<file path="config.mk">
export PLATFORM = sky130hd
export DESIGN_NAME = irq_sched
export DESIGN_NICKNAME = d
export VERILOG_FILES = /design/src/rtl/irq_sched.sv
export SDC_FILE = /design/constraint.sdc
export NUM_CORES = 1
export LEC_CHECK = 0
export ABC_AREA = 0
export ABC_CLOCK_PERIOD_IN_PS = 2950
export BUFFER_PORTS_ARGS = -buffer_cell sky130_fd_sc_hd__buf_4
export CORE_MARGIN = 2
export CORE_UTILIZATION = 50
export CTS_BUF_LIST = sky130_fd_sc_hd__clkbuf_8
export DETAILED_ROUTE_END_ITERATION = 10
export GPL_TIMING_DRIVEN = 0
export HOLD_SLACK_MARGIN = 0.05
export PLACE_DENSITY = 0.95
export SLEW_MARGIN = 20
export SYNTH_ARGS = -nofsm -noshare
export SYNTH_HDL_FRONTEND = slang
export SYNTH_SLANG_ARGS = --single-unit
</file>
<file path="constraint.sdc">
create_clock -name clk -period 2.95 [get_ports clk]
set_input_delay 0.59 -clock clk [delete_from_list [all_inputs] [get_ports clk]]
set_output_delay 0.59 -clock clk [all_outputs]
set_load 0.005 [all_outputs]
</file>
<file path="src/rtl/irq_sched.sv">
// irq_sched: fixed-priority interrupt entry sequencer (hold, return-PC push, vector override).
// Define IRQ_NEST_EN to allow a higher-priority line to preempt a line in service.
module irq_sched #(
  parameter int         NIRQ     = 4,
  parameter logic [9:0] VEC_BASE = 10'h3C0
) (
  input  logic            clk,
  input  logic            reset,
  input  logic [NIRQ-1:0] irq,
  input  logic            mask_we,
  input  logic [NIRQ-1:0] mask_wd,
  input  logic            ie_set,
  input  logic            ie_clr,
  input  logic            fetch_ok,
  input  logic            reti,
  input  logic [9:0]      pc_cur,
  output logic            hold,
  output logic            push,
  output logic [9:0]      push_data,
  output logic            vec_sel,
  output logic [9:0]      vec_addr,
  output logic [NIRQ-1:0] ack,
  output logic [NIRQ-1:0] in_service,
  output logic            ie
);
  localparam int IW = NIRQ > 1 ? $clog2(NIRQ) : 1;
  typedef enum logic [1:0] {IDLE, TAKE, SERVICE} state_t;
  state_t          state_q, state_d;
  logic [NIRQ-1:0] irq_q, pending_q, pending_d, mask_q, mask_d, insvc_q, insvc_d;
  logic [NIRQ-1:0] cand_m, cur_oh, svc_low;
  logic [IW-1:0]   cur_q, cur_d, cand_idx;
  logic            cand_v, ie_q, ie_d;
`ifdef IRQ_NEST_EN
  logic [NIRQ-1:0] cand_oh;
  assign cand_oh = cand_m & (~cand_m + NIRQ'(1));
`endif
  assign cand_m  = pending_q & mask_q;
  assign cand_v  = |cand_m;
  assign cur_oh  = NIRQ'(1) << cur_q;
  assign svc_low = insvc_q & (~insvc_q + NIRQ'(1));
  always_comb begin
    cand_idx = '0;
    for (int i = NIRQ - 1; i >= 0; i--)
      if (cand_m[i]) cand_idx = IW'(i);
  end
  always_comb begin
    state_d   = state_q;
    cur_d     = cur_q;
    mask_d    = mask_we ? mask_wd : mask_q;
    pending_d = pending_q;
    insvc_d   = insvc_q;
    ie_d      = ie_q | ie_set;
    case (state_q)
      IDLE:
        if (ie_q && cand_v && fetch_ok) begin
          state_d = TAKE;
          cur_d   = cand_idx;
        end
      TAKE: begin
        state_d   = SERVICE;
        pending_d = pending_q & ~cur_oh;
        insvc_d   = insvc_q | cur_oh;
`ifndef IRQ_NEST_EN
        ie_d      = 1'b0;
`endif
      end
      SERVICE:
        if (reti) begin
          insvc_d = insvc_q & ~svc_low;
          if (insvc_d == '0) begin
            state_d = IDLE;
`ifndef IRQ_NEST_EN
            ie_d    = 1'b1;
`endif
          end
        end
`ifdef IRQ_NEST_EN
        else if (ie_q && fetch_ok && cand_v && cand_oh < svc_low) begin
          state_d = TAKE;
          cur_d   = cand_idx;
        end
`endif
      default: state_d = IDLE;
    endcase
    // a new edge re-pends even when the same line is being cleared
    pending_d = pending_d | (irq & ~irq_q);
    if (ie_clr) ie_d = 1'b0;
  end
  always_ff @(posedge clk or posedge reset)
    if (reset) begin
      state_q   <= IDLE;
      cur_q     <= '0;
      irq_q     <= '0;
      pending_q <= '0;
      mask_q    <= '0;
      insvc_q   <= '0;
      ie_q      <= 1'b0;
    end else begin
      state_q   <= state_d;
      cur_q     <= cur_d;
      irq_q     <= irq;
      pending_q <= pending_d;
      mask_q    <= mask_d;
      insvc_q   <= insvc_d;
      ie_q      <= ie_d;
    end
  assign hold       = state_q == TAKE;
  assign push       = hold;
  assign vec_sel    = hold;
  assign push_data  = pc_cur;
  assign ack        = hold ? cur_oh : '0;
  assign vec_addr   = hold ? VEC_BASE + (10'(cur_q) << 2) : VEC_BASE;
  assign in_service = insvc_q;
  assign ie         = ie_q;
endmodule

</file>
Word level (Yosys, flattened, before mapping). Index checks and enable logic that the tools add are counted.

Shift-type cells: 1. Multipliers: 0. Bitwise logic cells: 12. Div/mod/pow operators: 0. Reductions and logical operators: 9. Eq/ne operators: 5. Magnitude comparators: 0. Muxes and demuxes: 17. $add $sub $neg: 2.

Operators with widths (number): 4-bit bitwise AND (5); 4-bit inverter (4); 2-bit two-way mux (7); 4-bit two-way mux (3); 10-bit two-way mux (1); 7-bit by 5-bit adder with 8-bit output (first input constant) (1); 4-bit OR (2); 4-bit one-hot mux with 2 select lines (1); 2-bit inequality test (second input constant) (3); 2-bit one-hot mux with 3 select lines (1); 4-bit by 1-bit adder with 4-bit output (second input constant) (1); 4-bit zero test (1); 2-bit AND reduction (2); 4-bit OR reduction (1); 1-bit by 2-bit << shifter with 4-bit output (first input constant) (1); 1-bit two-way mux (3); 3-bit AND reduction (1); 2-bit by 1-bit == test with 1-bit output (second input constant) (1); 2-bit == test (second input constant) (1); 1-bit logical AND (2); 2-bit zero test (1); 1-bit one-hot mux with 2 select lines (1); 2-bit nonzero test (1); 1-bit OR (1).

Bits in latches: 0. Output and inout bits: 32. Memory bits (writable): 0. Memory bits (read-only): 0. Bits of input ports: 25. Logic and storage cells: 53. Memories kept: 0. Register bits after elaboration: 21.

Depth between registers and ports, before layout.
Depth after elaboration: 10. Mapped depth: 6. Depth with buffers taken out: 6.

Worst setup path after synthesis. Ideal clock, no wire load.

Path kind: register -> output. Start point: register state_q[1]. End point: output port ack[0]. Path slack: 1.315 ns. Arrival time: 1.045 ns. Cell stages (with the launch flop): 4. Required time: 2.360 ns. Buffers on the path: 0. Cells stage by stage: dfrtp_1 -> inv_1 -> ha_1 -> nor3b_1.

Word-level cells in the longest chain between the ends: 2.

Ends and longest elaborated chain: start, declared (line 28) `state_t state_q, state_d;`; start signal, assigned (line 99) `state_q <= state_d;`; 2-bit by 1-bit == test with 1-bit output (line 107) `assign hold = state_q == TAKE;`; net hold (line 17) `output logic hold,`; 4-bit two-way mux (line 111) `assign ack = hold ? cur_oh : '0;`; end, declared (line 22) `output logic [NIRQ-1:0] ack,`.

The timed path passes the listed nets, and every way through them passes these cells.

Final worst setup path.
Start point: register state_q[1]. End point: output port ack[0].

Word-level cells in the longest chain between the ends: 2.

Ends and longest elaborated chain (line): 2-bit by 1-bit == test with 1-bit output (107); 4-bit two-way mux (111).

No other way between the ends.

==> results.json <==
{
  "overflow": 0,
  "period_minus_slack_ps": 2250,
  "antenna_found_initial": 0,
  "r2r_start": "in_service[1]",
  "synth-async-reset-ratio_pct": 100,
  "synthDistinctLibCells": 29,
  "worst_ir_drop_vdd_mv": 0.442,
  "die_h_um": 51.1,
  "grt_pass1_wl_mm": 4.17,
  "final-setup-viol-count": 0,
  "status": "finished, final reports clean",
  "yosysSeqAreaShare_pct": 47.4,
  "fmax_mhz": 444,
  "critPathMaxFanout": 9,
  "fin_skew_ps": 3.48,
  "cts-htree-levels": 1,
  "postCtsSetupRepairBufs": 0,
  "clk_path_buf_depth": 2,
  "reg2regPathDepth": 4,
  "synth_edf_count": 0,
  "cts_buffers": 3,
  "io_pins": 57,
  "maxSlewHeadroom_pct": 49.5,
  "synth_top_area_share_pct": 47.4,
  "synthFlopType": "dfrtp_1",
  "core_area_sq_um": 2150,
  "cts_resized": 0,
  "setup-tns-final_ps": 0,
  "clk_latency_ps": 260,
  "rrSetupSlack_ps": 1380,
  "diodes": 0,
  "final-max-slew-violation-count": 0,
  "ctsRootBufferMaster": "clkbuf_8",
  "fillers": 161,
  "synthCells": 107,
  "grt_max_degree": 22,
  "syn_to_final_growth_pct": 35.1,
  "timing_hold_violations_final": 0,
  "drtIter0Drc": 21,
  "post-dp-hpwl_mm": 1.97,
  "clkSinkCount": 21,
  "postRouteAntennaNets": 0,
  "startpoint_type": "register",
  "post-synth-top-area-cell": "dfrtp_1",
  "routed-via-count": 935,
  "end_kind": "output pin",
  "path_class": "reg2out",
  "fp-row-count": 17,
  "rsz0062_at_grt": "false",
  "synth_area_leaders": "dfrtp_1 (47%), buf_4 (14%), inv_1 (4.1%)",
  "yosysWarnings": 0,
  "grt_use_total_pct": 21.7,
  "viasPerCell": 5.11,
  "drive_gt1_share_pct": 46.5,
  "cts_tree": "done",
  "layout_setup_ws_ps": 699,
  "tightest_slew_ps": 757,
  "ys_seq_elements": 21,
  "power.density_nw_per_um2": 702,
  "cp-endpoint": "ack[0]",
  "startpoint": "state_q[1]",
  "final_nets": 184,
  "clk_pin_slew_ps": 80,
  "multi_input_area_sq_um": 412,
  "mappedNetlistArea_sq_um": 1110,
  "hp-class": "reg2reg",
  "avgSynthCellArea_sq_um": 10.4,
  "pre_cts_slack_ps": 1010,
  "finalWeightedCongestion": 0.862,
  "seq_area_sq_um": 526,
  "required_ps": 2360,
  "leakage_nw": 0.787,
  "cts_hold_buf": 0,
  "grt_pass1_vias": 898,
  "min_from": "irq_q[1]",
  "route.detailed.drc": 0,
  "first_pass_iters": 4,
  "worstPathArrival_ps": 1660,
  "portBuffers": 38,
  "start_util_pct": 51.7,
  "die_w_um": 51.1,
  "wl_mm": 2.47,
  "wire_per_inst_um": 13.5,
  "reg2reg_to": "state_q[1]",
  "die-area_sq_um": 2610,
  "fin_crit_sh_pct": 76.3,
  "maxCapViolCount": 0
}
## critical path, stage by stage, from the launching register on
cell and delay, ps:
dfrtp_1 400, inv_1 90, ha_1 320, nor3b_1 400, buf_4 190
## where the power goes
group	switching [mW]	internal (mW)
clock network	0.0930	0.0941
logic	0.193	0.227
registers	0.0836	0.361
## layout make-up
class / count / share of cell area [%]
Clock buffer: 3 / 2.75
Buffer: 20 / 10.0
Sequential cell: 21 / 35.1
Tap cell: 28 / 2.34
Inverter: 12 / 3.01
Timing Repair Buffer: 38 / 19.0
Clock inverter: 1 / 0.334
Multi-Input combinational cell: 60 / 27.5
## worst min path at each step
| stage | to | slack, ps | cells after the start |
|---|---|---|---|
| after detailed placement | pending_q[1] | 420 | 1 |
| after CTS | pending_q[1] | 430 | 1 |
| final | pending_q[1] | 420 | 1 |
| after floorplan | pending_q[1] | 400 | 1 |
| after global placement | pending_q[1] | 400 | 1 |
| after global routing | irq_q[1] | 440 | 1 |
## per-stage QoR
| stage | total power [mW] | hold WS (ps) | cell area [sq um] | instances | util (%) |
|---|---|---|---|---|---|
| 6_report | 1.05 | 423 | 1500 | 183 | 69.8 |
| 2_1_floorplan | 0.683 | 400 | 1130 | 113 | - |
| 3_3_place_gp | 0.828 | 403 | 1450 | 179 | 67.6 |
| 3_5_place_dp | 0.867 | 417 | 1450 | 179 | 67.6 |
| 4_1_cts | 1.06 | 428 | 1500 | 183 | 69.8 |
| 5_1_grt | 1.13 | 436 | 1500 | 183 | 69.8 |
## sequential cells by signal, summed over array words and instances (netlist names)
register	flops
cur_q	2
in_service	4
pending_q	4
mask_q	4
state_q	2
ie	1
irq_q	4
## layer usage
| layer | up-vias | GRT usage (%) | wire length (um) |
|---|---|---|---|
| met5 | - | 0 | 0 |
| met4 | 0 | 8.56 | 41 |
| met3 | 5 | 4.09 | 185 |
| met2 | 48 | 37.4 | 1260 |
| met1 | 448 | 26.6 | 982 |
| li1 | 434 | - | - |
## placed cells by master, fill, tap and decap left out, drive strengths merged, types with 2 or more instances in the layout
cell type	netlist	final
inv	12	12
ha	3	3
buf	20	58
a211oi	3	3
mux2	5	5
and3	2	2
conb	2	8
o21ai	7	7
dfrtp	21	21
o211ai	2	2
a21o	2	2
o22ai	3	3
nor2	5	5
nand2	3	3
clkbuf	0	3
a22o	2	2
a21oi	7	7
## logic make-up (layout without fill, tap and decap cells)
kind of cell               Yosys count  in the layout  share of synthesized area, %
adders and majority gates            3              3                          3.38
buffers and inverters               32             74                          17.6
DFF                                 21             21                          47.4
AOI/OAI and AO/OA                   30             30                          19.5
muxes                                5              5                          5.07
and+or+nand+nor                     14             14                          6.43
other                                2              8                         0.677
## synthesized netlist by cell type (all sizes together) (3+ instances only)
master  count
dfrtp      21
buf        20
inv        12
a21oi       7
o21ai       7
mux2        5
nor2        5
a211oi      3
ha          3
nand2       3
o22ai       3
Power figures use the tool's default switching activity.
